===== src/rtl/scg_param_pkg.sv =====
// Shared types for the parametrised SDRAM subroutine command generator:
// command/opcode/state encodings and the beat-count helper.
package scg_param_pkg;

  typedef enum logic [3:0] {
    CMD_NOP       = 4'd0,
    CMD_ACT       = 4'd1,
    CMD_RDAP      = 4'd2,
    CMD_WRAP      = 4'd3,
    CMD_PALL      = 4'd4,
    CMD_AREF      = 4'd5,
    CMD_SREF      = 4'd6,
    CMD_MRS       = 4'd7,
    CMD_MRS_BURST = 4'd8
  } cmd_t;

  typedef enum logic [2:0] {
    OP_READY     = 3'd0,
    OP_INIT      = 3'd1,
    OP_SELF_REF  = 3'd2,
    OP_AUTO_REF  = 3'd3,
    OP_SINGLE_RD = 3'd4,
    OP_BURST_RD  = 3'd5,
    OP_SINGLE_WR = 3'd6,
    OP_BURST_WR  = 3'd7
  } opcode_t;

  typedef enum logic [4:0] {
    S_IDLE, S_INIT_WAIT, S_PALL, S_TRP, S_AREF, S_TRFC, S_MRS, S_TMRD,
    S_ACT, S_TRCD, S_RD, S_WR, S_DATA, S_RECOV, S_SREF, S_SREF_HOLD,
    S_XSR, S_DONE
  } state_t;

  // Burst opcodes only run multi-beat when burst mode was latched.
  function automatic int unsigned beats(opcode_t op, logic mode, int unsigned burst_len);
    if (mode && (op == OP_BURST_RD || op == OP_BURST_WR)) return burst_len;
    return 1;
  endfunction

  function automatic logic is_write(opcode_t op);
    return (op == OP_SINGLE_WR) || (op == OP_BURST_WR);
  endfunction

endpackage


===== src/rtl/scg_timer.sv =====
// Shared interval timer: loadable down-counter that holds at zero.
module scg_timer #(
  parameter int unsigned CNT_W = 16
) (
  input  logic             clk,
  input  logic             n_rst,
  input  logic             load,
  input  logic [CNT_W-1:0] load_val,
  output logic [CNT_W-1:0] count,
  output logic             zero
);

  always_ff @(posedge clk or negedge n_rst) begin
    if (!n_rst)              count <= '0;
    else if (load)           count <= load_val;
    else if (count != '0)    count <= count - 1'b1;
  end

  assign zero = (count == '0);

endmodule


===== src/rtl/scg_param.sv =====
// SDRAM subroutine command generator: one FSM plus a shared interval timer
// expand a controller opcode into its full SDRAM command sequence.
module scg_param
  import scg_param_pkg::*;
#(
  parameter int unsigned INIT_CYCLES    = 14286,
  parameter int unsigned INIT_REFRESHES = 2,
  parameter int unsigned T_RP           = 2,
  parameter int unsigned T_RCD          = 2,
  parameter int unsigned T_RFC          = 7,
  parameter int unsigned T_MRD          = 2,
  parameter int unsigned T_WR           = 2,
  parameter int unsigned T_XSR          = 8,
  parameter int unsigned CAS_LAT        = 2,
  parameter int unsigned BURST_LEN      = 4,
  parameter int unsigned CNT_W          = 16
) (
  input  logic       clk,
  input  logic       n_rst,
  input  logic       mode,
  input  logic [2:0] opcode,
  output logic       idle,
  output logic       done,
  output logic       chip,
  output logic [3:0] command
);

  state_t           state, nxt, after_trp, after_trfc;
  opcode_t          op_q;
  logic             mode_q;
  cmd_t             cmd_nxt;
  logic             load, tmr_zero, accept, wr, last_beat;
  logic [CNT_W-1:0] load_val, tmr_cnt, tmr_nxt;
  logic [CNT_W-1:0] beat_cnt, beat_tgt, ref_cnt, recov_len;

  scg_timer #(.CNT_W(CNT_W)) u_timer (
    .clk      (clk),
    .n_rst    (n_rst),
    .load     (load),
    .load_val (load_val),
    .count    (tmr_cnt),
    .zero     (tmr_zero)
  );

  assign accept    = (state == S_IDLE || state == S_DONE) && (opcode != 3'd0);
  assign wr        = is_write(op_q);
  assign beat_tgt  = CNT_W'(beats(op_q, mode_q, BURST_LEN));
  assign last_beat = chip && (beat_cnt == beat_tgt - 1'b1);
  assign recov_len = wr ? CNT_W'(T_WR + T_RP) : CNT_W'(T_RP);
  // Timer value seen in the next cycle; lets chip be registered off the timer.
  assign tmr_nxt   = load ? load_val : (tmr_zero ? '0 : tmr_cnt - 1'b1);

  always_comb begin
    after_trp  = S_AREF;
    after_trfc = S_DONE;
    if (op_q == OP_SELF_REF)
      after_trp = S_SREF;
    else if (op_q == OP_INIT && ref_cnt >= CNT_W'(INIT_REFRESHES))
      after_trp = S_MRS;
    if (op_q == OP_INIT)
      after_trfc = (ref_cnt >= CNT_W'(INIT_REFRESHES)) ? S_MRS : S_AREF;
  end

  // Wait states of length n load n-1; a zero-length wait is skipped outright.
  always_comb begin
    nxt      = state;
    load     = 1'b0;
    load_val = '0;
    case (state)
      S_IDLE, S_DONE: begin
        nxt = S_IDLE;
        if (accept) begin
          case (opcode_t'(opcode))
            OP_INIT: begin
              if (INIT_CYCLES > 0) begin
                nxt = S_INIT_WAIT; load = 1'b1; load_val = CNT_W'(INIT_CYCLES - 1);
              end else nxt = S_PALL;
            end
            OP_SELF_REF, OP_AUTO_REF: nxt = S_PALL;
            default:                  nxt = S_ACT;
          endcase
        end
      end
      S_INIT_WAIT: if (tmr_zero) nxt = S_PALL;
      S_PALL: begin
        if (T_RP > 1) begin
          nxt = S_TRP; load = 1'b1; load_val = CNT_W'(T_RP - 2);
        end else nxt = after_trp;
      end
      S_TRP: if (tmr_zero) nxt = after_trp;
      S_AREF: begin
        if (T_RFC > 1) begin
          nxt = S_TRFC; load = 1'b1; load_val = CNT_W'(T_RFC - 2);
        end else nxt = after_trfc;
      end
      S_TRFC: if (tmr_zero) nxt = after_trfc;
      S_MRS: begin
        if (T_MRD > 1) begin
          nxt = S_TMRD; load = 1'b1; load_val = CNT_W'(T_MRD - 2);
        end else nxt = S_DONE;
      end
      S_TMRD: if (tmr_zero) nxt = S_DONE;
      S_ACT: begin
        if (T_RCD > 1) begin
          nxt = S_TRCD; load = 1'b1; load_val = CNT_W'(T_RCD - 2);
        end else nxt = wr ? S_WR : S_RD;
      end
      S_TRCD: if (tmr_zero) nxt = wr ? S_WR : S_RD;
      S_RD: begin
        nxt = S_DATA; load = 1'b1; load_val = CNT_W'(CAS_LAT - 1);
      end
      S_WR, S_DATA: begin
        if (last_beat) begin
          if (recov_len != '0) begin
            nxt = S_RECOV; load = 1'b1; load_val = recov_len - 1'b1;
          end else nxt = S_DONE;
        end else if (state == S_WR) begin
          nxt = S_DATA; load = 1'b1;
        end
      end
      S_RECOV: if (tmr_zero) nxt = S_DONE;
      S_SREF:  nxt = S_SREF_HOLD;
      S_SREF_HOLD: begin
        if (opcode_t'(opcode) != OP_SELF_REF) begin
          if (T_XSR > 0) begin
            nxt = S_XSR; load = 1'b1; load_val = CNT_W'(T_XSR - 1);
          end else nxt = S_DONE;
        end
      end
      S_XSR:   if (tmr_zero) nxt = S_DONE;
      default: nxt = S_IDLE;
    endcase
  end

  always_comb begin
    case (nxt)
      S_PALL:  cmd_nxt = CMD_PALL;
      S_AREF:  cmd_nxt = CMD_AREF;
      S_MRS:   cmd_nxt = mode_q ? CMD_MRS_BURST : CMD_MRS;
      S_ACT:   cmd_nxt = CMD_ACT;
      S_RD:    cmd_nxt = CMD_RDAP;
      S_WR:    cmd_nxt = CMD_WRAP;
      S_SREF:  cmd_nxt = CMD_SREF;
      default: cmd_nxt = CMD_NOP;
    endcase
  end

  always_ff @(posedge clk or negedge n_rst) begin
    if (!n_rst) begin
      state    <= S_IDLE;
      op_q     <= OP_READY;
      mode_q   <= 1'b0;
      command  <= CMD_NOP;
      chip     <= 1'b0;
      done     <= 1'b0;
      idle     <= 1'b1;
      beat_cnt <= '0;
      ref_cnt  <= '0;
    end else begin
      state   <= nxt;
      command <= cmd_nxt;
      chip    <= (nxt == S_WR) || (nxt == S_DATA && tmr_nxt == '0);
      done    <= (nxt == S_DONE);
      idle    <= (nxt == S_IDLE) || (nxt == S_DONE);
      if (accept) begin
        op_q   <= opcode_t'(opcode);
        mode_q <= mode;
      end
      if (nxt == S_IDLE || nxt == S_DONE) begin
        beat_cnt <= '0;
        ref_cnt  <= '0;
      end else begin
        if (chip && beat_cnt != beat_tgt)
          beat_cnt <= beat_cnt + 1'b1;
        if (nxt == S_AREF && ref_cnt != CNT_W'(INIT_REFRESHES))
          ref_cnt <= ref_cnt + 1'b1;
      end
    end
  end

endmodule


===== config.mk =====
export PLATFORM = sky130hd
export DESIGN_NAME = scg_param
export DESIGN_NICKNAME = d
export VERILOG_FILES = /design/src/rtl/scg_param_pkg.sv /design/src/rtl/scg_timer.sv /design/src/rtl/scg_param.sv
export SDC_FILE = /design/constraint.sdc
export NUM_CORES = 1
export LEC_CHECK = 0
export ABC_AREA = 1
export CAP_MARGIN = 20
export CORE_ASPECT_RATIO = 0.9
export CORE_MARGIN = 3
export CORE_UTILIZATION = 30
export CTS_CLUSTER_DIAMETER = 150
export DETAILED_ROUTE_END_ITERATION = 6
export SLEW_MARGIN = 10
export SYNTH_ARGS = -nofsm -noshare
export SYNTH_HDL_FRONTEND = slang
export SYNTH_SLANG_ARGS = --single-unit
export TNS_END_PERCENT = 1

===== constraint.sdc =====
create_clock -name clk -period 2.32 [get_ports clk]
set_input_delay 0.464 -clock clk [delete_from_list [all_inputs] [get_ports clk]]
set_output_delay 0.464 -clock clk [all_outputs]
set_load 0.005 [all_outputs]

Word level (Yosys, flattened, before mapping)

Index checks and enable logic that the tools add are counted.
W data, S select, Z words.

Word-level logic and storage cells: 125
Register bits: 64
Output and inout port bits: 7
Bits of input ports: 6

Add/subtract/negate cells: 5
Muxes and demuxes: 44
Equal/unequal tests: 38
Order comparisons: 1
Reductions and logical operators: 27

Operators with widths:

| cell                    | number |
|---|---|
| $mux W16                | 11 |
| $pmux W16 S5            | 1 |
| $pmux W5 S14            | 1 |
| $eq A5 B4 Y1 const B    | 13 |
| $mux W5                 | 10 |
| $add A16 B1 Y16 const B | 2 |
| $logic_not A16 Y1       | 2 |
| $reduce_bool A16 Y1     | 2 |
| $sub A16 B1 Y16 const B | 2 |
| $eq A5 B3 Y1 const B    | 6 |
| $mux W14                | 2 |
| $pmux W4 S7             | 1 |
| $eq A16 B16 Y1          | 1 |
| $ge A16 B2 Y1 const B   | 1 |
| $ne A16 B16 Y1          | 1 |
| $ne A16 B2 Y1 const B   | 1 |
| $eq A5 B2 Y1 const B    | 3 |
| $eq A5 B5 Y1 const B    | 3 |
| $mux W4                 | 3 |
| $logic_not A5 Y1        | 2 |
| $eq A3 B2 Y1 const B    | 3 |
| $eq A3 B3 Y1 const B    | 3 |
| $mux W3                 | 3 |
| $mux W1                 | 8 |
| other kinds (14)        | 30 |

Logic depth before layout (Yosys ltp)

Gate-level depths: netlist of the first run.

Depth after elaboration: 14
Mapped depth: 17
Gate-level depth less buffers: 16

Cells and area by module

Synthesis of the first run repeated with hierarchy kept, for this count alone.

Cells, all modules: 720
Area total of the unflattened synthesis: 4,769.6 um^2

Modules (own cells, without submodules):

| module    | cells an instance | area each (um^2) | sequential area each (um^2) | instances |
|---|---|---|---|---|
| scg_param | 552               | 3,636.0          | 1,202.4                     | 1 |
| scg_timer | 168               | 1,133.6          | 400.4                       | 1 |

Worst setup path before layout of the first run

No wires, ideal clock.

Kind: reg2reg
From: register u_timer.count[0]
To: register ref_cnt[11]
Stages on the path, launching flop included: 15
Setup slack: 0.192 ns
Data required time: 2.203 ns
Arrival time: 2.011 ns
Period minus slack after synthesis: 2.128 ns
Buffers on the path: 1
Path through: dfrtp_1 > inv_1 > ha_1 > nand2_1 > nor2_2 > nand3_4 > o21bai_1 > nand3_1 > nor2_2 > nand2_1 > nor2_2 > nand2_2 > buf_2 > nand4_1 > nand2_1

Word-level cells in the longest chain between the ends: 6
Elaborated cells on any way between the ends: 14
Those cells by class: eq/ne: 2; mux: 7; reduce/logical: 5

Ends and longest elaborated chain:

| what                                                      | RTL line                           | RTL |
|---|---|---|
| start: declaration                                        | scg_timer.sv:9                     | `output logic [CNT_W-1:0] count,` |
| start signal: assignment                                  | scg_timer.sv:15                    | `else if (load) count <= load_val;` |
| start signal: assignment                                  | scg_timer.sv:16                    | `else if (count != '0) count <= count - 1'b1;` |
| $logic_not A16 Y1 *                                       | scg_timer.sv:19                    | `assign zero = (count == '0);` |
| $mux W5 (on tied branches)                                | n/a                                |  |
| $pmux W5 S14 *                                            | scg_param.sv:69                    | `case (state)` |
| $eq A5 B5 Y1 (tied with other cells)                      | scg_param.sv:169                   | `if (nxt == S_IDLE \|\| nxt == S_DONE) begin` |
| $logic_or A1 B1 Y1 or $logic_and A1 B1 Y1 (tied branches) | scg_param.sv:169, scg_param.sv:175 |  |
| $mux W16 or $reduce_bool A2 Y1 (tied branches)            | n/a                                |  |
| end signal: assignment                                    | scg_param.sv:176                   | `ref_cnt <= ref_cnt + 1'b1;` |
| end: declaration                                          | scg_param.sv:34                    | `logic [CNT_W-1:0] beat_cnt, beat_tgt, ref_cnt, recov_len;` |

Every way passes the cells marked *; elsewhere a longest branch is shown, timed or not.
A chain may end at the register's enable or synchronous reset.

Final worst setup path of the first run

From: register ref_cnt[14]
To: register ref_cnt[5]

Word-level cells in the longest chain between the ends: 9
Elaborated cells on any way between the ends: 17
Those cells by class: order compare: 1; eq/ne: 3; mux: 8; reduce/logical: 5

Ends and longest elaborated chain:

| what                                                      | RTL line                           | RTL |
|---|---|---|
| $ge A16 B2 Y1 *                                           | scg_param.sv:58, scg_param.sv:61   |  |
| $logic_and A1 B1 Y1                                       | scg_param.sv:58                    | `else if (op_q == OP_INIT && ref_cnt >= CNT_W'(INIT_REFRESHES))` |
| $mux W2                                                   | scg_param.sv:58                    |  |
| $mux W4                                                   | scg_param.sv:56                    | `if (op_q == OP_SELF_REF)` |
| $mux W5                                                   | scg_param.sv:90                    | `S_TRP: if (tmr_zero) nxt = after_trp;` |
| $pmux W5 S14 *                                            | scg_param.sv:69                    |  |
| via nxt[1]                                                | scg_param.sv:28                    | `state_t state, nxt, after_trp, after_trfc;` |
| $eq A5 B5 Y1 (tied with other cells)                      | scg_param.sv:169                   |  |
| $logic_or A1 B1 Y1 or $logic_and A1 B1 Y1 (tied branches) | scg_param.sv:169, scg_param.sv:175 |  |
| $mux W16 or $reduce_bool A2 Y1 (tied branches)            | n/a                                |  |

Mark *: on every way through the listed nets, which the timed path passes. The rest lies on a longest branch.

==> results.py, run 1 <==
metrics = {
    "status": {
        "status": "finished, final reports clean",
    },
    "power_and_ir_drop": {
        "peakVddDrop_mv": 0.584,
        "p_per_area_nw_per_um2": 1250,
        "power_leakage_nw": 2.96,
        "total_power_mw": 7.09,
    },
    "yosys": {
        "post-synth-top-count-cell": "nand2_1",
        "yosysSeqAreaShare_pct": 36.7,
        "synth_top_area_share_pct": 36.1,
        "synthArstFlopShare_pct": 100,
        "yosys_warnings": 0,
        "synth_top_flop_cell": "dfrtp_1",
        "synthCells": 624,
        "synth_cell_type_count": 40,
        "synth_area_leaders": "dfrtp_1 36%, nand2_1 12%, nor2_1 7.9%, nand3_1 6.9%, inv_1 6.2%",
        "synth.avg_cell_area_sq_um": 7.00,
        "synth_nets": 634,
        "synth_commonest_cells": "144 x nand2_1, 92 x nor2_1, 72 x inv_1",
        "netlist_area_sq_um": 4370,
        "synth_edf_count": 0,
        "netlist.top_cell.by_area": "dfrtp_1",
        "ys_ff_latch": 64,
    },
    "clocking": {
        "clockRootBuffer": "clkbuf_16",
        "worstSkewPairLatency_ps": 330,
        "path_clk_slew_ps": 60,
        "tritoncts": "yes",
        "cts.sinks": 64,
        "numCtsBuffers": 9,
        "clock_path_buffers": 2,
        "cts.htree.levels": 3,
        "holdBufCountCts": 0,
    },
    "timing": {
        "relSlewSlack_pct": 71.9,
        "fin_tns_setup_ps": 0,
        "slew_violations": 0,
        "finalClockSkew_ps": 8.74,
        "hold_violations": 0,
        "tightestPinTransition_ps": 419,
        "layout_worst_path_cycle_share_pct": 93.5,
        "grt_setup_unrepaired": "true",
        "setup_viol": 0,
        "finalCriticalPeriod_ps": 2170,
        "fmax_ghz": 0.461,
    },
    "grt": {
        "grt_pass1_wl_um": 19300,
        "grt_use_total_pct": 14.7,
        "grt_max_degree": 65,
        "grt_pass1_vias": 3945,
        "antenna_found_initial": 0,
        "overflow": 0,
    },
    "setup_path": {
        "slowest_stage": "dfrtp_1",
        "endpoint_kind": "flop",
        "cp.depth": 14,
        "crit_buf_inv": 1,
        "rrSetupSlack_ps": 150,
        "reg2regPathDepth": 14,
        "max_stage_delay_ps": 420,
        "worstPathArrival_ps": 2390,
        "r2r_start": "ref_cnt[14]$_DFFE_PN0P_",
        "start_kind": "flop",
        "worstPathMaxFanout": 7,
        "endpoint": "ref_cnt[5]$_DFFE_PN0P_",
        "cp-startpoint": "ref_cnt[14]$_DFFE_PN0P_",
        "crit_required_ps": 2540,
        "crit_type": "reg2reg",
        "r2r_end": "ref_cnt[5]$_DFFE_PN0P_",
        "path_cells": "or2_2, nor2_1, nand3_1, nand2_1, nand2_1, nand2_1, nand2_1, nand2_1, nand2_2, nor2_8, nand3_4, buf_6, nand4_1, nand2_1",
        "crit_family": "simple AND/OR/NAND/NOR gates",
        "critical_path.most_common_cell": "nand2_1",
    },
    "route": {
        "first_iter_violations": 223,
        "drt_wl_total_um": 11500,
        "wl_per_cell_um": 12.8,
        "vias": 4211,
        "first_pass_iters": 4,
        "drc": 0,
        "vias_per_cell": 4.66,
        "antenna_left": 0,
    },
    "place": {
        "dpl.hpwl_um": 8470,
        "port_buffers": 12,
        "globalplace.congestion": 0.929,
    },
    "floorplan": {
        "fp-row-count": 41,
        "die_y_um": 120,
        "ios": 13,
        "dieArea_sq_um": 16000,
        "fp.coreArea_sq_um": 14100,
        "die_w_um": 133,
        "start_util_pct": 31.0,
    },
    "finish": {
        "antennaDiodeCount": 0,
        "layout-drive-gt1-share_pct": 22.3,
        "final_util_pct": 40.2,
        "final_nets": 715,
        "area_growth_pct": 29.9,
    },
    "run": {
        "drv_cap": 0,
    },
    "worst_hold_path": {
        "hold_path.class": "in2async",
    },
}
-- layer usage --
metal	GRT usage, %	routed length [um]
met3	3.29	368
met5	0	0
met4	3.73	144
met1	21.3	5970
met2	22.4	5060
-- worst min path at each step --
| stage | slack (ps) | startpoint | cells after the start | endpoint |
|---|---|---|---|---|
| floorplan | 170 | n_rst | 0 | beat_cnt[0]$_DFFE_PN0P_ |
| detailed placement | 510 | n_rst | 2 | u_timer.count[10]$_DFFE_PN0P_ |
| finish | 130 | n_rst | 2 | u_timer.count[10]$_DFFE_PN0P_ |
| global route | 180 | n_rst | 2 | u_timer.count[10]$_DFFE_PN0P_ |
| CTS | 160 | n_rst | 2 | u_timer.count[10]$_DFFE_PN0P_ |
| global placement | 510 | n_rst | 2 | u_timer.count[11]$_DFFE_PN0P_ |
-- kinds of logic (layout without fill, tap and decap cells) --
logic type	Yosys count	count (layout)	synth area share [%]
simple gates	395	396	42.2
compound gates	35	35	4.47
flops	64	64	36.7
fa+ha+maj	4	4	1.15
buf+inv	94	179	9.03
xor+xnor	32	32	6.42
-- flip-flops by register name, indices dropped and copies added (netlist names) --
name and cells:
op_q 3, u_timer.count 16, beat_cnt 16, idle 1, state 5, done 1
chip 1, mode_q 1, ref_cnt 16, command 4
-- per-stage QoR --
stage / hold slack, ps / std cells / instance area, sq um / setup slack (ps)
after global routing: 179 / 903 / 5670 / -57.9
after global placement: 511 / 875 / 5100 / -220
after floorplan: 168 / 624 / 4370 / 192
final: 134 / 903 / 5670 / 150
after detailed placement: 515 / 875 / 5100 / -226
after CTS: 165 / 891 / 5410 / -1.98
-- cells in the final DEF (no fill, tap or decap), drive strengths merged --
cell and count:
a21oi 9, a31o 1, and3 1, buf 74, bufinv 1, clkbuf 10, clkdlybuf4s50 11, clkinv 3
clkinvlp 2, dfrtp 63, dfstp 1, ha 4, inv 78, nand2 155, nand3 65, nand3b 1
nand4 38, nor2 105, nor3 21, nor4 6, o2111ai 1, o211ai 1, o21ai 22, o21bai 1
or2 4, xnor2 6, xor2 26
-- where the power goes --
part	switching, mW	internal (mW)	total, mW
sequential	0.246	1.36	1.60
combinational	2.47	1.70	4.17
clock	0.490	0.825	1.32
-- timing repair --
item | in CTS | in global routing
endpoints found under the setup margin | 20 | 37
pin swaps | 0 | 16
buffers inserted | 0 | 11
cloned | 0 | 1
resized for setup | 5 | 46
-- area by class of cell --
| type | instances | area [sq um] |
|---|---|---|
| Clock buffer | 10 | 229 |
| Clock inverter | 6 | 60.1 |
| Fill cell | 1451 | 8440 |
| Inverter | 78 | 298 |
| Multi-Input combinational cell | 467 | 2540 |
| Sequential cell | 64 | 1610 |
| Tap cell | 193 | 241 |
| Timing Repair Buffer | 85 | 694 |
No activity file was read; power rests on OpenSTA's default activity.
==> run 2: changes to the inputs <==
--- a/config.mk
+++ b/config.mk
@@ -12,6 +12,7 @@
 export CORE_UTILIZATION = 30
 export CTS_CLUSTER_DIAMETER = 150
 export DETAILED_ROUTE_END_ITERATION = 6
+export SETUP_SLACK_MARGIN = 0.3
 export SLEW_MARGIN = 10
 export SYNTH_ARGS = -nofsm -noshare
 export SYNTH_HDL_FRONTEND = slang
==> run 2 against run 1 <==
  * Die area is the same
  * Worst hold slack better by 11 ps
  * Clock-buffer cell count shrank 1
  * Global-route usage is 0.27 points higher
  * Clock power rose by 12%
  * Sequential share of layout area shrank 0.41 points
  * Critical path depth shrank 1
  * Fmax shrank 2.5%
  * Register-to-register slack lost 60 ps
  * Clock skew decreased by 1.9 ps
  * Critical path type unchanged
  * Largest cell class unchanged
  * Highest routed layer unchanged
==> results.py, run 2 (synthesized netlist as in run 1, its figures left out) <==
metrics = {
    "status": {
        "status": "finished, final reports clean",
    },
    "floorplan": {
        "ios": 13,
        "dieArea_sq_um": 16000,
        "fp.coreArea_sq_um": 14100,
        "die_y_um": 120,
        "start_util_pct": 31.0,
        "fp-row-count": 41,
        "die_w_um": 133,
    },
    "timing": {
        "setup_viol": 0,
        "finalCriticalPeriod_ps": 2230,
        "worst_slack_ps": 93.9,
        "relSlewSlack_pct": 64.2,
        "finalClockSkew_ps": 6.82,
        "hold_violations": 0,
        "slew_violations": 0,
        "tightestPinTransition_ps": 537,
        "whs_ps": 145,
        "grt_setup_unrepaired": "true",
        "fmax_ghz": 0.449,
        "layout_worst_path_cycle_share_pct": 96.0,
    },
    "finish": {
        "layout-drive-gt1-share_pct": 23.8,
        "final_nets": 719,
        "area_growth_pct": 31.8,
        "final_common_cell": "nand2_1",
        "antennaDiodeCount": 0,
        "multi_input_area_sq_um": 2530,
        "design_area_sq_um": 5750,
        "largestRegisters": "beat_cnt: 16 flops, ref_cnt: 16 flops, u_timer.count: 16 flops",
        "fin_cells": 907,
        "n_fill_cell": 1421,
        "final_cell_mix": "136 x nand2_1, 80 x nor2_1, 70 x buf_4, 69 x inv_1, 60 x dfrtp_1",
        "ff_latch_area_sq_um": 1610,
    },
    "clocking": {
        "path_clk_slew_ps": 60,
        "cts.htree.levels": 3,
        "clock_path_buffers": 2,
        "tritoncts": "yes",
        "cts.sinks": 64,
        "clockRootBuffer": "clkbuf_16",
        "worstSkewPairLatency_ps": 330,
        "numCtsBuffers": 9,
    },
    "route": {
        "vias": 4323,
        "antenna_left": 0,
        "first_pass_iters": 5,
        "drc": 0,
        "wl_per_cell_um": 12.9,
        "first_iter_violations": 308,
        "vias_per_cell": 4.77,
        "drt_wl_total_um": 11700,
    },
    "setup_path": {
        "crit_required_ps": 2570,
        "worstPathArrival_ps": 2480,
        "endpoint_kind": "flop",
        "worstPathMaxFanout": 8,
        "start_kind": "flop",
        "crit_type": "reg2reg",
    },
    "grt": {
        "grt_use_total_pct": 15.0,
        "overflow": 0,
        "grt_max_degree": 41,
        "antenna_found_initial": 0,
        "grt_pass1_vias": 4136,
        "grt_pass1_wl_um": 20000,
    },
    "place": {
        "pre_cts_slack_ps": -136,
        "dpl.hpwl_um": 8560,
        "dp_cells": 879,
        "port_buffers": 12,
        "globalplace.congestion": 0.917,
        "post_dp_cell_area_sq_um": 5200,
    },
    "worst_hold_path": {
        "hold_path.class": "in2async",
    },
    "power_and_ir_drop": {
        "peakVddDrop_mv": 0.557,
        "power_leakage_nw": 3.01,
        "total_power_mw": 7.32,
        "p_per_area_nw_per_um2": 1270,
    },
    "run": {
        "drv_cap": 0,
    },
}
-- run 2: critical path: stages, from the launching register on --
cell and delay, ps:
dfrtp_1 390, inv_2 80, ha_4 160, nand2_4 80, nor2_4 140, nand3_4 140, o21bai_1 180, nand3_1 150
nor2_4 170, buf_4 130, buf_4 100, buf_4 90, nand4_1 150, nand4_1 170
-- run 2: layer usage --
layer  up-vias  track usage, %  share of wire [%]  wire (um)
li1       2199               -                  -          -
met3        15            2.08                4.3        500
met1      2000            21.8                 49       5770
met4         0            4.82                1.5        177
met5         -               0                  0          0
met2       109            23.1                 45       5250
-- run 2: where the power goes --
part | switching, mW | internal [mW]
Sequential | 0.242 | 1.36
Clock | 0.533 | 0.942
Combinational | 2.46 | 1.78
Total | 3.24 | 4.08
-- run 2: area by class of cell --
cell class | instances | area share [%]
Multi-Input combinational cell | 466 | 43.9
Inverter | 78 | 5.22
Sequential cell | 64 | 27.9
Timing Repair Buffer | 90 | 13.2
Tap cell | 193 | 4.20
Clock inverter | 7 | 1.65
Clock buffer | 9 | 3.91
-- run 2: worst paths after layout --
check	startpoint	endpoint	slack (ps)	cells past startpoint
max in group asynchronous	n_rst	state[3]$_DFF_PN0_	1710	2
min reg2reg	beat_cnt[15]$_DFFE_PN0P_	beat_cnt[15]$_DFFE_PN0P_	550	2
min in group clk	beat_cnt[15]$_DFFE_PN0P_	beat_cnt[15]$_DFFE_PN0P_	550	2
min	n_rst	u_timer.count[15]$_DFFE_PN0P_	150	2
max	u_timer.count[1]$_DFFE_PN0P_	command[0]$_DFF_PN0_	90	13
max reg2reg	u_timer.count[1]$_DFFE_PN0P_	command[0]$_DFF_PN0_	90	13
-- run 2: what timing repair did --
action                                  in CTS  in global routing
hold buffers                                 0                  0
pin swaps                                   14                 14
gates resized for setup                     24                 19
cloned                                       0                  0
setup buffers                                9                  3
endpoints found under the setup margin      38                 41
-- run 2: metrics by stage --
step	setup TNS, ps	util (%)
after floorplan	0	-
after global placement	-2810	36.9
after detailed placement	-3510	36.9
after CTS	0	40.2
after global routing	-811	40.8
final	0	40.8
